**src/rtl/bcd2bin_seq_if.sv**
```systemverilog
// bcd2bin_seq handshake bundle: start/bcd_in in, busy/done/err/bin_out/state out.
// master = requester (adder FSM), slave = converter.
interface bcd2bin_seq_if #(
  parameter int DIGITS = 2,
  parameter int BIN_W  = 7
);
  logic                  start;
  logic [4*DIGITS-1:0]   bcd_in;
  logic                  busy;
  logic                  done;
  logic                  err;
  logic [BIN_W-1:0]      bin_out;
  logic [1:0]            state;

  modport master (
    output start, bcd_in,
    input  busy, done, err, bin_out, state
  );

  modport slave (
    input  start, bcd_in,
    output busy, done, err, bin_out, state
  );
endinterface

```
**src/rtl/bcd2bin_seq.sv**
```systemverilog
// Sequential BCD-to-binary converter (reverse double-dabble, one shift/clk).
// Ports: clk, reset_n (async low), bus (slave: start/bcd_in -> busy/done/err/bin_out/state).
module bcd2bin_seq #(
  parameter int DIGITS = 2,
  parameter int BIN_W  = 7
) (
  input  logic         clk,
  input  logic         reset_n,
  bcd2bin_seq_if.slave bus
);

  localparam int BCD_W = 4 * DIGITS;
  localparam int CNT_W = $clog2(BIN_W + 1);
  localparam logic [CNT_W-1:0] LAST = CNT_W'(BIN_W - 1);

  typedef enum logic [1:0] {
    IDLE  = 2'b00,
    CHECK = 2'b01,
    SHIFT = 2'b10,
    DONE  = 2'b11
  } state_t;

  state_t           st;
  logic [BCD_W-1:0] bcd_reg;
  logic [BIN_W-1:0] bin_reg;
  logic [CNT_W-1:0] cnt;
  logic             err_flag;
  logic             busy_q;
  logic             done_q;
  logic             err_q;
  logic [BIN_W-1:0] bin_q;

  logic [BCD_W-1:0] bcd_nxt;
  logic [BIN_W-1:0] bin_nxt;
  logic             bad;

  // One reverse-dabble step: shift right, then pull back any nibble
  // that picked up a half-ten (8) from its upper neighbour.
  always_comb begin
    {bcd_nxt, bin_nxt} = {bcd_reg, bin_reg} >> 1;
    for (int i = 0; i < DIGITS; i++) begin
      if (bcd_nxt[4*i +: 4] >= 4'd8)
        bcd_nxt[4*i +: 4] = bcd_nxt[4*i +: 4] - 4'd3;
    end
  end

  always_comb begin
    bad = 1'b0;
    for (int i = 0; i < DIGITS; i++) begin
      if (bcd_reg[4*i +: 4] > 4'd9)
        bad = 1'b1;
    end
  end

  always_ff @(posedge clk or negedge reset_n) begin
    if (!reset_n) begin
      st       <= IDLE;
      bcd_reg  <= '0;
      bin_reg  <= '0;
      cnt      <= '0;
      err_flag <= 1'b0;
      busy_q   <= 1'b0;
      done_q   <= 1'b0;
      err_q    <= 1'b0;
      bin_q    <= '0;
    end else begin
      done_q <= 1'b0;
      unique case (st)
        IDLE: begin
          if (bus.start) begin
            bcd_reg  <= bus.bcd_in;
            bin_reg  <= '0;
            cnt      <= '0;
            err_flag <= 1'b0;
            busy_q   <= 1'b1;
            st       <= CHECK;
          end
        end
        CHECK: begin
          if (bad) begin
            err_flag <= 1'b1;
            done_q   <= 1'b1;
            err_q    <= 1'b1;
            bin_q    <= '0;
            st       <= DONE;
          end else begin
            st <= SHIFT;
          end
        end
        SHIFT: begin
          bcd_reg <= bcd_nxt;
          bin_reg <= bin_nxt;
          cnt     <= cnt + 1'b1;
          // Outputs load from the final step's value so they
          // are valid in the same cycle done is high.
          if (cnt == LAST) begin
            done_q <= 1'b1;
            err_q  <= err_flag;
            bin_q  <= err_flag ? '0 : bin_nxt;
            st     <= DONE;
          end
        end
        DONE: begin
          busy_q <= 1'b0;
          st     <= IDLE;
        end
        default: st <= IDLE;
      endcase
    end
  end

  assign bus.busy    = busy_q;
  assign bus.done    = done_q;
  assign bus.err     = err_q;
  assign bus.bin_out = bin_q;
  assign bus.state   = st;

endmodule

```
**src/flat_wrapper.sv**
```systemverilog
// flat-port wrapper written by rule: the top's interface ports become plain ports
module bcd2bin_seq_flat 
#(
  parameter int DIGITS = 2,
  parameter int BIN_W  = 7
)
  (clk, reset_n, bus_start, bus_bcd_in, bus_busy, bus_done, bus_err, bus_bin_out, bus_state);
  bcd2bin_seq_if #(.DIGITS(DIGITS), .BIN_W(BIN_W)) bus_i ();
  input  logic clk;
  input  logic reset_n;
  input wire logic [$bits(bus_i.start)-1:0] bus_start;
  input wire logic [$bits(bus_i.bcd_in)-1:0] bus_bcd_in;
  output wire logic [$bits(bus_i.busy)-1:0] bus_busy;
  output wire logic [$bits(bus_i.done)-1:0] bus_done;
  output wire logic [$bits(bus_i.err)-1:0] bus_err;
  output wire logic [$bits(bus_i.bin_out)-1:0] bus_bin_out;
  output wire logic [$bits(bus_i.state)-1:0] bus_state;
  assign bus_i.start = bus_start;
  assign bus_i.bcd_in = bus_bcd_in;
  assign bus_busy = bus_i.busy;
  assign bus_done = bus_i.done;
  assign bus_err = bus_i.err;
  assign bus_bin_out = bus_i.bin_out;
  assign bus_state = bus_i.state;
  bcd2bin_seq #(.DIGITS(DIGITS), .BIN_W(BIN_W)) u_core (.clk(clk), .reset_n(reset_n), .bus(bus_i));
endmodule
```
**config.mk**
```make
export PLATFORM = sky130hd
export DESIGN_NAME = bcd2bin_seq_flat
export DESIGN_NICKNAME = d
export VERILOG_FILES = /design/src/rtl/bcd2bin_seq_if.sv /design/src/rtl/bcd2bin_seq.sv /design/src/flat_wrapper.sv
export SDC_FILE = /design/constraint.sdc
export NUM_CORES = 1
export LEC_CHECK = 0
export ABC_AREA = 1
export BUFFER_PORTS_ARGS = -buffer_cell sky130_fd_sc_hd__buf_2
export CAP_MARGIN = 20
export CORE_ASPECT_RATIO = 0.7
export CORE_MARGIN = 4
export CORE_UTILIZATION = 46
export CTS_BUF_LIST = sky130_fd_sc_hd__clkbuf_8
export DETAILED_ROUTE_END_ITERATION = 6
export PLACE_DENSITY = 0.7
export SYNTH_ARGS = -nofsm -noshare
export SYNTH_HDL_FRONTEND = slang
export SYNTH_SLANG_ARGS = --single-unit
```
**constraint.sdc**
```tcl
create_clock -name clk -period 1.4 [get_ports clk]
set_input_delay 0.07 -clock clk [delete_from_list [all_inputs] [get_ports clk]]
set_output_delay 0.07 -clock clk [all_outputs]
set_load 0.005 [all_outputs]
```
== After elaboration in Yosys (flattened, before gate mapping) ==
Cells that the tools add are included.

* Register bits: 31
* Latch bits: 0
* Bits in writable memories: 0
* Bits in read-only memories: 0
* Input port bits: 11
* Output and inout bits: 12
* Word-level logic and storage cells: 61
* Memories: 0

* Add/subtract/negate cells: 3
* Multiply operators: 0
* Div/mod/pow operators: 0
* Order comparisons: 4
* Equal/unequal tests: 7
* Shift operators: 0
* Mux-type cells: 28
* Bitwise logic cells: 0
* Reductions and logical operators: 10

{| class="wikitable"
|+ Operators with widths
! kind !! count
|-
| $mux 7 || 4
|-
| $pmux 7 s2 || 2
|-
| $pmux 8 s2 || 1
|-
| $mux 1 || 9
|-
| $gt 4x4->1 const B || 2
|-
| $mux 4 || 2
|-
| $mux 8 || 1
|-
| $pmux 1 s2 || 4
|-
| $pmux 2 s4 || 1
|-
| $reduce_bool 2->1 || 4
|-
| $pmux 3 s2 || 1
|-
| $reduce_and 2->1 || 3
|-
| $reduce_and 3->1 || 2
|-
| $eq 2x2->1 const B || 2
|-
| $ge 3x4->1 const B || 1
|-
| $ge 4x4->1 const B || 1
|-
| $mux 2 || 2
|-
| $ne 2x1->1 const B || 2
|-
| $sub 3x2->4 const B || 1
|-
| $sub 4x2->4 const B || 1
|-
| $add 3x1->3 const B || 1
|-
| $eq 3x3->1 const B || 1
|-
| $mux 3 || 1
|-
| $eq 2x1->1 const B || 1
|-
| 2 further kinds || 2
|}

== Logic depth before layout (Yosys ltp) ==
Gate-level depths: netlist (run 1).

* Word-level depth: 5
* Gate-level depth with buffers: 9
* Depth with buffers taken out: 9

== Least setup slack after synthesis (run 1) ==
OpenSTA, ideal clock, no wires.

* Kind: register -> register
* From: reg u_core.st[0] (netlist: u_core.bus.state[0])
* To: reg u_core.bcd_reg[3]
* Setup time: 116 ps
* Arrival time: 1341 ps
* Required time: 1284 ps
* Path slack: -58 ps
* Stages on the path, launching flop included: 10
* Buffers on the path: 3
* Clock period less this slack: 1458 ps
* Path through: dfrtp_1 inv_1 ha_1 buf_6 inv_4 o21ai_2 buf_4 buf_4 nand2_1 nand2_1

* Longest elaborated chain between the ends: 3
* Elaborated cells between the ends (all ways): 6
* Classes of those cells: eq/ne: 2; mux: 1; reduce/logical: 3

{| class="wikitable"
|+ Ends and longest elaborated chain
! item !! RTL line !! source
|-
| start, declared || bcd2bin_seq.sv:23 || <nowiki>state_t st;</nowiki>
|-
| start signal, assigned || bcd2bin_seq.sv:57 || <nowiki>st <= IDLE;</nowiki>
|-
| start signal, assigned || bcd2bin_seq.sv:76 || <nowiki>st <= CHECK;</nowiki>
|-
| start signal, assigned || bcd2bin_seq.sv:85 || <nowiki>st <= DONE;</nowiki>
|-
| $eq 2x2->1 or $logic_not 2->1 (tied branches) || bcd2bin_seq.sv:68 || <nowiki>unique case (st)</nowiki>
|-
| $reduce_bool 2->1 (no line) or $ne 2x2->1 (tied branches) || n/a ||
|-
| $reduce_and 2->1 (no line) || n/a ||
|-
| end signal, assigned || bcd2bin_seq.sv:71 || <nowiki>bcd_reg <= bus.bcd_in;</nowiki>
|-
| end signal, assigned || bcd2bin_seq.sv:91 || <nowiki>bcd_reg <= bcd_nxt;</nowiki>
|-
| end, declared || bcd2bin_seq.sv:24 || <nowiki>logic [BCD_W-1:0] bcd_reg;</nowiki>
|}

Several ways; a longest one is shown, not always the timed one.
A chain may end at the register's enable or synchronous reset.

== Worst setup path after layout (run 1) ==
* From: reg u_core.st[0] (netlist: u_core.bus.state[0])
* To: reg u_core.cnt[2]

* Longest elaborated chain between the ends: 3
* Elaborated cells between the ends (all ways): 6
* Classes of those cells: eq/ne: 2; mux: 1; reduce/logical: 3

{| class="wikitable"
|+ Ends and longest elaborated chain
! item !! RTL line !! source
|-
| $eq 2x2->1 or $logic_not 2->1 (tied branches) || bcd2bin_seq.sv:68 ||
|-
| $reduce_bool 2->1 (no line) or $ne 2x2->1 (tied branches) || n/a ||
|-
| $reduce_and 2->1 (no line) || n/a ||
|-
| end signal, assigned || bcd2bin_seq.sv:93 || <nowiki>cnt <= cnt + 1'b1;</nowiki>
|-
| end, declared || bcd2bin_seq.sv:26 || <nowiki>logic [CNT_W-1:0] cnt;</nowiki>
|}

Several ways; a longest one is shown, not always the timed one.

==> summary.txt, run 1 <==
status: finished clean
largest family of logic cells by synthesized area: simple AND/OR/NAND/NOR gates
mux contribution to synthesized area: 0%
worst skew pair latency: 270 ps
pre-CTS setup slack: -116 ps
Clock Skew: 4.15 ps
hold slack: 51.8 ps
syn nets: 201
sequential share of the synthesized area: 48.9%
DRC: 0
layout cells sized above 1: 35.4%
drt pass-1 iters: 4
Clock Path Buffers: 2
P_leak: 0.00106 uW
antenna violations before repair: 0
Clock transition at path regs: 70 ps
Vias: 1380
Synth warnings: 0
xor-xnor portion of the synthesized cell area: 0.571%
count of different cell masters after synthesis: 23
syn_area_per_cell: 8.43 um2
IR drop worst, VDD: 1.24 mV
Synth top area share: 48.9%
I/O Buffers: 22
die area: 4340 um2
root cell of the clock tree: clkbuf_8
ANT cells: 0
Chip Width: 77.0 um
max reg flops: 8
Die Ht: 56.3 um
CP Capture Type: flip-flop
Post-Syn Area: 1530 um2
Final period util: 98.6%
Initial Util: 48.4%
Synth Instances: 182
CTS Sinks: 30
Routed wire per std cell: 14.3 um
critical path arrival: 1580 ps
number of CTS-inserted buffers: 5
Final GP Congestion: 0.797
Post-Synth Adder-Cell Area: 6.53%
Cell Count, Final, Fillers Out: 267
synth top area cells: dfrtp_1 (49%), nand2_1 (14%), ha_1 (6.5%)
Hold Violations, Final: 0
H-tree depth: 2
pwr/cell area: 2540 nW/um2
routed wire length: 3.82 mm
CTS tree: yes
area grow syn2layout: 32.4%
# IOs: 23
Worst EP required: 1600 ps
fillcell total: 257
fin nets: 247
post-route ant nets: 0
CP Max Fanout: 7
floorplan row count: 17
Slew Viols, Final: 0
HPWL Detailed: 2.50 mm
Core Area: 3170 um2
max_slew headroom: 55.7%
Total GRT Usage: 17.2%
critical path startpoint category: flip-flop
final total power: 5160 uW
max cap viols: 0
worst-margin pin slew: 665 ps
dpl cell area: 1780 um2
HP Class: input port to flip-flop
Yosys reg bits: 30
DRT iter0 DRCs: 95
post-route cell area: 2030 um2
WS Path Type: flip-flop to flip-flop
unrepaired setup endpoints after global routing: yes
first-pass GRT wire length: 5.97 mm
Tmin final: 1380 ps
vias in the first global route: 1340
final setup margin: 20.3 ps
post-synthesis simple-gate area fraction: 25.4%
post-synth top area cell: dfrtp_1
routed vias/inst: 5.17
fmax: 725 MHz
largest net degree at the start of global routing: 31
Compound-Gate Fraction of Synth Area: 10.4%
placed cell count: 254
global route total overflow: 0
endpoints failing setup: 0
==> worst paths after layout <==
| kind | from | endpoint | slack (ps) | cells past startpoint |
|---|---|---|---|---|
| worst max-delay path | u_core.bus.state[0] | u_core.cnt[2] | 20 | 7 |
| worst min-delay path | bus_bcd_in[7] | u_core.bcd_reg[7] | 50 | 3 |
| worst max register to register | u_core.bus.state[0] | u_core.cnt[2] | 20 | 7 |
| worst min register to register | u_core.bus.bin_out[6] | u_core.bus.bin_out[6] | 470 | 2 |
| max in group asynchronous | reset_n | u_core.bus.busy | 600 | 2 |
| min in group asynchronous | reset_n | u_core.bcd_reg[0] | 360 | 2 |
==> worst max-delay path: stages, from the launching register on <==
cell	delay (ps)
dfrtp_1	390
inv_2	110
ha_4	170
inv_4	50
o21ai_4	210
buf_4	200
a21oi_1	70
nor2_1	100
==> cell usage after synthesis, drive strengths merged <==
library cell	instances
a21oi	4
a31oi	4
buf	5
dfrtp	30
ha	8
inv	21
nand2	60
nand3	15
nor2	14
o211ai	1
o21ai	11
o22ai	6
or2	2
xor2	1
==> cells by family (layout without fill, tap and decap cells) <==
group | Yosys count | count (layout)
flops | 30 | 30
buf+inv | 26 | 72
fa+ha+maj | 8 | 8
compound gates | 26 | 26
simple gates | 91 | 92
xor+xnor | 1 | 1
==> what timing repair did <==
action	4_1_cts	5_1_grt
endpoints found under the hold margin	30	0
hold buffers	1	0
gates resized for setup	6	28
pin swaps	1	5
cloned	0	1
buffers inserted	1	2
setup endpoints to repair	22	29
==> cell type report <==
type | instances | area (um2) | area share (%)
clock inverters | 2 | 8.76 | 0.431
well taps | 38 | 47.5 | 2.34
clock buffers | 6 | 82.6 | 4.07
repair buffers | 43 | 289 | 14.2
inverters | 21 | 83.8 | 4.13
flip-flops and latches | 30 | 751 | 37.0
multi-input cells | 127 | 768 | 37.8
==> routing by layer <==
layer	up-vias	GRT usage [%]	share of wire, %
li1	676	-	-
met3	2	6.25	5.5
met2	42	28.4	49
met1	660	22.1	45
met5	-	0	0
met4	0	3.05	0.31
==> layout by cell type, fill, tap and decap left out, drive strengths merged <==
master	instances
clkinv	1
inv	22
nand2	60
xor2	1
o211ai	1
o21ai	11
dfrtp	30
dlygate4sd3	1
or2	2
buf	42
clkbuf	6
nand3	16
ha	8
a21oi	4
a31oi	4
nor2	14
o22ai	6
==> power by group <==
group / switching (uW) / total [uW] / internal, uW
clock: 318 / 707 / 389
combinational: 1670 / 2990 / 1320
sequential: 256 / 1470 / 1210
==> metrics by stage <==
stage	util (%)	TNS, ps
after floorplan	-	-398
after global placement	56.1	-137
after detailed placement	56.1	-1120
after CTS	60.0	-94.2
after global routing	64.1	-692
final	64.1	0
Note: power is estimated with default switching activity, not from simulation.
==> inputs of run 2 (changes only) <==
--- a/config.mk
+++ b/config.mk
@@ -10,10 +10,10 @@
 export CAP_MARGIN = 20
 export CORE_ASPECT_RATIO = 0.7
 export CORE_MARGIN = 4
-export CORE_UTILIZATION = 46
+export CORE_UTILIZATION = 44
 export CTS_BUF_LIST = sky130_fd_sc_hd__clkbuf_8
 export DETAILED_ROUTE_END_ITERATION = 6
-export PLACE_DENSITY = 0.7
+export PLACE_DENSITY = 0.68
 export SYNTH_ARGS = -nofsm -noshare
 export SYNTH_HDL_FRONTEND = slang
 export SYNTH_SLANG_ARGS = --single-unit
==> summary.txt, run 2 (synthesis gave the netlist of run 1 again) <==
status: finished clean
max incr delay on CP: 390 ps (about the same)
Post CTS Setup Buffer Count: 0 (-1)
area grow syn2layout: 28.1%
# IOs: 23 (unchanged)
post-route cell area: 1960 um2 (-3.3%)
DRC: 0 (unchanged)
I/O Buffers: 22 (unchanged)
CP Max Fanout: 4 (-3)
Vias: 1326 (-3.9%)
placed cell count: 258 (+1.6%)
vias in the first global route: 1282 (-4.3%)
fmax: 723 MHz (-0.21%)
Clock Path Buffers: 2 (unchanged)
Critical path buffers and inverters: 3 (unchanged)
critical path startpoint category: flip-flop
IR drop worst, VDD: 1.26 mV (+1.5%)
floorplan row count: 17 (unchanged)
dpl cell area: 1750 um2 (-1.5%)
number of CTS-inserted buffers: 5 (unchanged)
global route hottest layer: met2
CTS Sinks: 30 (unchanged)
largest net degree at the start of global routing: 31 (unchanged)
CTS tree: yes
H-tree depth: 2 (unchanged)
sequential cell area: 751 um2 (unchanged)
grt met1 use: 21.7% (-0.42 points)
HP Class: input port to flip-flop
routed wire length: 3.52 mm (-7.9%)
max cap viols: 0 (unchanged)
layout cells sized above 1: 34.1% (-1.3 points)
post-route ant nets: 0 (unchanged)
area of the multi-input gates: 763 um2 (-0.65%)
max_slew headroom: 56.2% (+0.47 points)
Die Ht: 57.4 um (+1.9%)
commonest cells after routing, fill and taps aside: nand2_1 (53), dfrtp_1 (30), buf_2 (22)
Clock transition at path regs: 60 ps (about the same)
Chip Width: 78.6 um (+2.0%)
endpoints failing setup: 0 (unchanged)
fin nets: 239 (-3.2%)
slowest CP cell: dfrtp_1
Final period util: 98.8% (+0.20 points)
GRT met3 Usage: 5.05% (-1.2 points)
HPWL Detailed: 2.50 mm (-0.22%)
Slew Viols, Final: 0 (unchanged)
worst-margin pin slew: 658 ps (-7.11 ps)
fillcell total: 287 (+12%)
P_leak: 0.00101 uW (-4.3%)
worst skew pair latency: 280 ps (about the same)
Tmin final: 1380 ps (+2.84 ps)
WS Path Type: flip-flop to flip-flop
Clock Skew: 2.49 ps (-1.66 ps)
antenna violations before repair: 0 (unchanged)
drt pass-1 iters: 4 (unchanged)
Cell Count, Final, Fillers Out: 267 (unchanged)
commonest non-fill, non-tap cell in the layout: nand2_1
Hold Violations, Final: 0 (unchanged)
CP Capture Type: flip-flop
ANT cells: 0 (unchanged)
Worst EP required: 1570 ps (-30 ps)
DRT iter0 DRCs: 73 (-23%)
first-pass GRT wire length: 5.91 mm (-0.92%)
unrepaired setup endpoints after global routing: yes
Initial Util: 47.1% (-1.3 points)
hold slack: 36.7 ps (-15.1 ps)
cell family with most CP delay: flip-flops
die area: 4510 um2 (+4.0%)
Core Area: 3250 um2 (+2.7%)
max reg flops: 8 (unchanged)
met2 global-route usage: 27.7% (-0.72 points)
pwr/cell area: 2430 nW/um2 (-4.4%)
Total GRT Usage: 16.9% (-0.30 points)
global route total overflow: 0 (unchanged)
routed vias/inst: 4.97 (-3.9%)
root cell of the clock tree: clkbuf_8
critical path arrival: 1550 ps (-30 ps)
Routed wire per std cell: 13.2 um (-7.9%)
Final GP Congestion: 0.946 (+19%)
CP Cell Sequence: inv_2, ha_4, inv_4, o21ai_4, buf_4, nand3_1, o21ai_0, nor2_1
[run 2: worst paths after layout]
path	startpoint	end	slack (ps)	cells after the start
setup reg to reg	u_core.bus.state[0]	u_core.cnt[2]	20	8
max in group asynchronous	reset_n	u_core.bus.err	620	2
setup / recovery	u_core.bus.state[0]	u_core.cnt[2]	20	8
hold / removal	bus_bcd_in[7]	u_core.bcd_reg[7]	40	3
min in group asynchronous	reset_n	u_core.bus.busy	350	2
hold reg to reg	u_core.bus.bin_out[3]	u_core.bus.bin_out[3]	470	2
[run 2: per-stage QoR]
step	TNS [ps]	utilization [%]	total power [uW]	worst slack (ps)
global route	-585	60.4	5150	-64.5
floorplan	-398	-	2980	-39.9
detailed placement	-1520	53.8	3640	-107
finish	0	60.4	4770	17.4
CTS	0	58.2	4520	2.22
global placement	-716	53.8	3530	-71.1
[run 2: area by class of cell]
| type | count | share of cell area (%) |
|---|---|---|
| flip-flops and latches | 30 | 38.2 |
| multi-input cells | 126 | 38.9 |
| repair buffers | 36 | 11.7 |
| inverters | 21 | 4.27 |
| clock buffers | 5 | 3.50 |
| clock inverters | 2 | 0.510 |
| well taps | 47 | 2.99 |
[run 2: where the power goes]
group	total (uW)	internal, uW	switching [uW]
clock network	661	333	328
registers	1470	1210	257
logic	2640	1100	1550
total	4770	2640	2130
[run 2: layer usage]
metal	vias to the layer above	share of wire [%]
met4	0	0.88
met5	-	0
li1	654	-
met3	4	5.7
met2	26	50
met1	642	43
[run 2: worst min-delay path, cell delays in order]
cell and delay, ps:
buf_2 80, nand3_1 70, nand2_1 70
[run 2: timing repair]
item / CTS / global route
gates resized for setup: 12 / 24
gates cloned: 1 / 0
endpoints found under the hold margin: 30 / 0
endpoints found under the setup margin: 24 / 29
hold buffers: 1 / 0
pin swaps: 0 / 9
==> inputs of run 3 (changes only) <==
--- a/config.mk
+++ b/config.mk
@@ -11,9 +11,11 @@
 export CORE_ASPECT_RATIO = 0.7
 export CORE_MARGIN = 4
 export CORE_UTILIZATION = 44
-export CTS_BUF_LIST = sky130_fd_sc_hd__clkbuf_8
+export CTS_BUF_LIST = sky130_fd_sc_hd__clkbuf_2 sky130_fd_sc_hd__clkbuf_4 sky130_fd_sc_hd__clkbuf_8
 export DETAILED_ROUTE_END_ITERATION = 6
 export PLACE_DENSITY = 0.68
+export SETUP_SLACK_MARGIN = 0.5
+export SKIP_LAST_GASP = 1
 export SYNTH_ARGS = -nofsm -noshare
 export SYNTH_HDL_FRONTEND = slang
 export SYNTH_SLANG_ARGS = --single-unit
==> summary.txt, run 3 (synthesis gave the netlist of run 1 again) <==
status: complete, but fails checks
failing checks: setup timing
global route total overflow: 0 (unchanged)
commonest cells after routing, fill and taps aside: nand2_1 (49), dfrtp_1 (29), buf_2 (19)
switch share: 44.0% (-0.68 points)
post-route cell area: 2330 um2 (+19%)
P_leak: 0.00114 uW (+13%)
DRT iter0 DRCs: 87 (+19%)
CP Capture Type: flip-flop
IR drop worst, VDD: 1.36 mV (+7.9%)
routed vias/inst: 5.31 (+7.0%)
Vias: 1493 (+13%)
Die Ht: 57.4 um (unchanged)
highest routed layer: met4
fmax: 692 MHz (-4.3%)
post-layout util: 71.7% (+11 points)
die area: 4510 um2 (unchanged)
Initial Util: 47.1% (unchanged)
H-tree depth: 2 (unchanged)
Reg-to-Reg Start: u_core.bus.state[1]
Core Area: 3250 um2 (unchanged)
worst-margin pin slew: 416 ps (-241 ps)
Routed wire per std cell: 16.0 um (+21%)
unrepaired setup endpoints after global routing: yes
endpoints failing setup: 13 (+13)
I/O Buffers: 22 (unchanged)
area grow syn2layout: 52.2%
max cap viols: 0 (unchanged)
Final period util: 103% (+4.5 points)
Reg2Reg Setup Slack: -40 ps (-60 ps)
commonest non-fill, non-tap cell in the layout: nand2_1
DRC: 0 (unchanged)
WS Path Type: flip-flop to flip-flop
Reg2Reg Capture Point: u_core.bus.bin_out[0]
routed wire length: 4.50 mm (+28%)
hold path start: bus_bcd_in[7]
hold slack: 53.4 ps (+16.7 ps)
# IOs: 23 (unchanged)
Hold Violations, Final: 0 (unchanged)
Clock transition at path regs: 60 ps (about the same)
worst skew pair latency: 270 ps (about the same)
Final GP Congestion: 0.888 (-6.2%)
final total power: 6180 uW (+30%)
critical path arrival: 1650 ps (+100 ps)
first-pass GRT wire length: 7.43 mm (+26%)
layout cells sized above 1: 47.4% (+13 points)
max_slew headroom: 72.3% (+16 points)
final setup margin: -44.9 ps (-62.3 ps)
Total GRT Usage: 21.2% (+4.3 points)
Clock Path Buffers: 2 (unchanged)
vias in the first global route: 1539 (+20%)
Net Switching: 2720 uW (+28%)
Clk pwr share: 10.9% (-3.0 points)
met3 WL post-DR: 372 um (+85%)
CTS Sinks: 30 (unchanged)
pwr/cell area: 2650 nW/um2 (+9.0%)
root cell of the clock tree: clkbuf_8
Tmin final: 1440 ps (+62.3 ps)
HPWL Detailed: 2.40 mm (-4.0%)
critical path startpoint category: flip-flop
floorplan row count: 17 (unchanged)
fin nets: 253 (+5.9%)
dpl cell area: 1740 um2 (-0.43%)
final setup TNS: -196 ps (-196 ps)
Int Pwr: 3460 uW (+31%)
DRT met1 WL: 1.72 mm (+14%)
Worst Hold End: u_core.bcd_reg[7]
post-route ant nets: 0 (unchanged)
drt pass-1 iters: 4 (unchanged)
largest net degree at the start of global routing: 31 (unchanged)
ANT cells: 0 (unchanged)
Hold Crit Depth: 3 (unchanged)
Chip Width: 78.6 um (unchanged)
Logic pwr share: 64.1% (+8.7 points)
R2R depth: 7 (-1)
max reg flops: 8 (unchanged)
Reg power frac: 25.0% (-5.8 points)
number of CTS-inserted buffers: 5 (unchanged)
met2 wire len: 2.32 mm (+31%)
crit path from: u_core.bus.state[1]
HP Class: input port to flip-flop
CTS tree: yes
Worst EP required: 1610 ps (+40 ps)
antenna violations before repair: 0 (unchanged)
CP Max Fanout: 6 (+2)
Slew Viols, Final: 0 (unchanged)
Clock Skew: 6.72 ps (+4.22 ps)
[run 3: cell types whose count changed in the layout (fill, tap and decap cells not counted), moves of 3 or more]
| cell | change |
|---|---|
| o22ai_1 | -6 |
| nand2_1 | -4 |
| buf_6 | +8 |
| o21ai_2 | +3 |
| o22ai_2 | +5 |
| nor2_4 | +3 |
| buf_2 | -3 |
| o21ai_0 | -3 |
| clkbuf_4 | +3 |
| nor2_1 | -5 |
[run 3: power groups by stage]
stage / logic, uW / clock network, uW / registers (uW)
3_5_place_dp: 2170 / 0 / 1460
3_3_place_gp: 2090 / 0 / 1440
4_1_cts: 3500 / 683 / 1490
2_1_floorplan: 1550 / 0 / 1440
6_report: 3960 / 672 / 1550
5_1_grt: 4250 / 721 / 1590
[run 3: layout make-up]
cell class                 instances  area [um2]
tap                               47        58.8
clock buffer                       7        83.8
fill                             218         920
sequential                        30         752
timing repair buffer              49         424
multi-input combinational        127         927
inverter                          21        88.8
[run 3: metal layers]
metal  vias up  track usage [%]
li1        683                -
met3        11             5.84
met1       732             25.9
met4         0             8.73
met2        67             35.8
met5         -                0
[run 3: how the worst max path moves through the flow]
stage / to / slack (ps) / depth (start not counted)
2_1_floorplan: u_core.bus.bin_out[1] / -40 / 9
4_1_cts: u_core.bus.bin_out[1] / -9 / 8
3_3_place_gp: u_core.bin_reg[3] / -190 / 6
5_1_grt: u_core.bus.bin_out[0] / -110 / 7
6_report: u_core.bus.bin_out[0] / -40 / 7
3_5_place_dp: u_core.bcd_reg[2] / -320 / 8
[run 3: stage by stage]
step           setup slack [ps]  instances
2_1_floorplan             -39.9        182
3_3_place_gp               -194        257
3_5_place_dp               -322        257
4_1_cts                   -9.01        281
5_1_grt                    -105        281
6_report                  -44.9        281
[run 3: worst max-delay path: stages (launching register included)]
cell and delay [ps]:
dfrtp_2 440, ha_4 180, buf_4 140, buf_8 130, a21oi_4 180, buf_6 140
nand3_1 90, nand2_1 80
[run 3: what timing repair did]
item                                    4_1_cts  5_1_grt
gates resized for setup                      61       25
setup buffers                                14        0
hold buffers                                  1        0
endpoints found under the hold margin        30        0
endpoints found under the setup margin       32       62
cloned                                        2        0
pin swaps                                    13       11
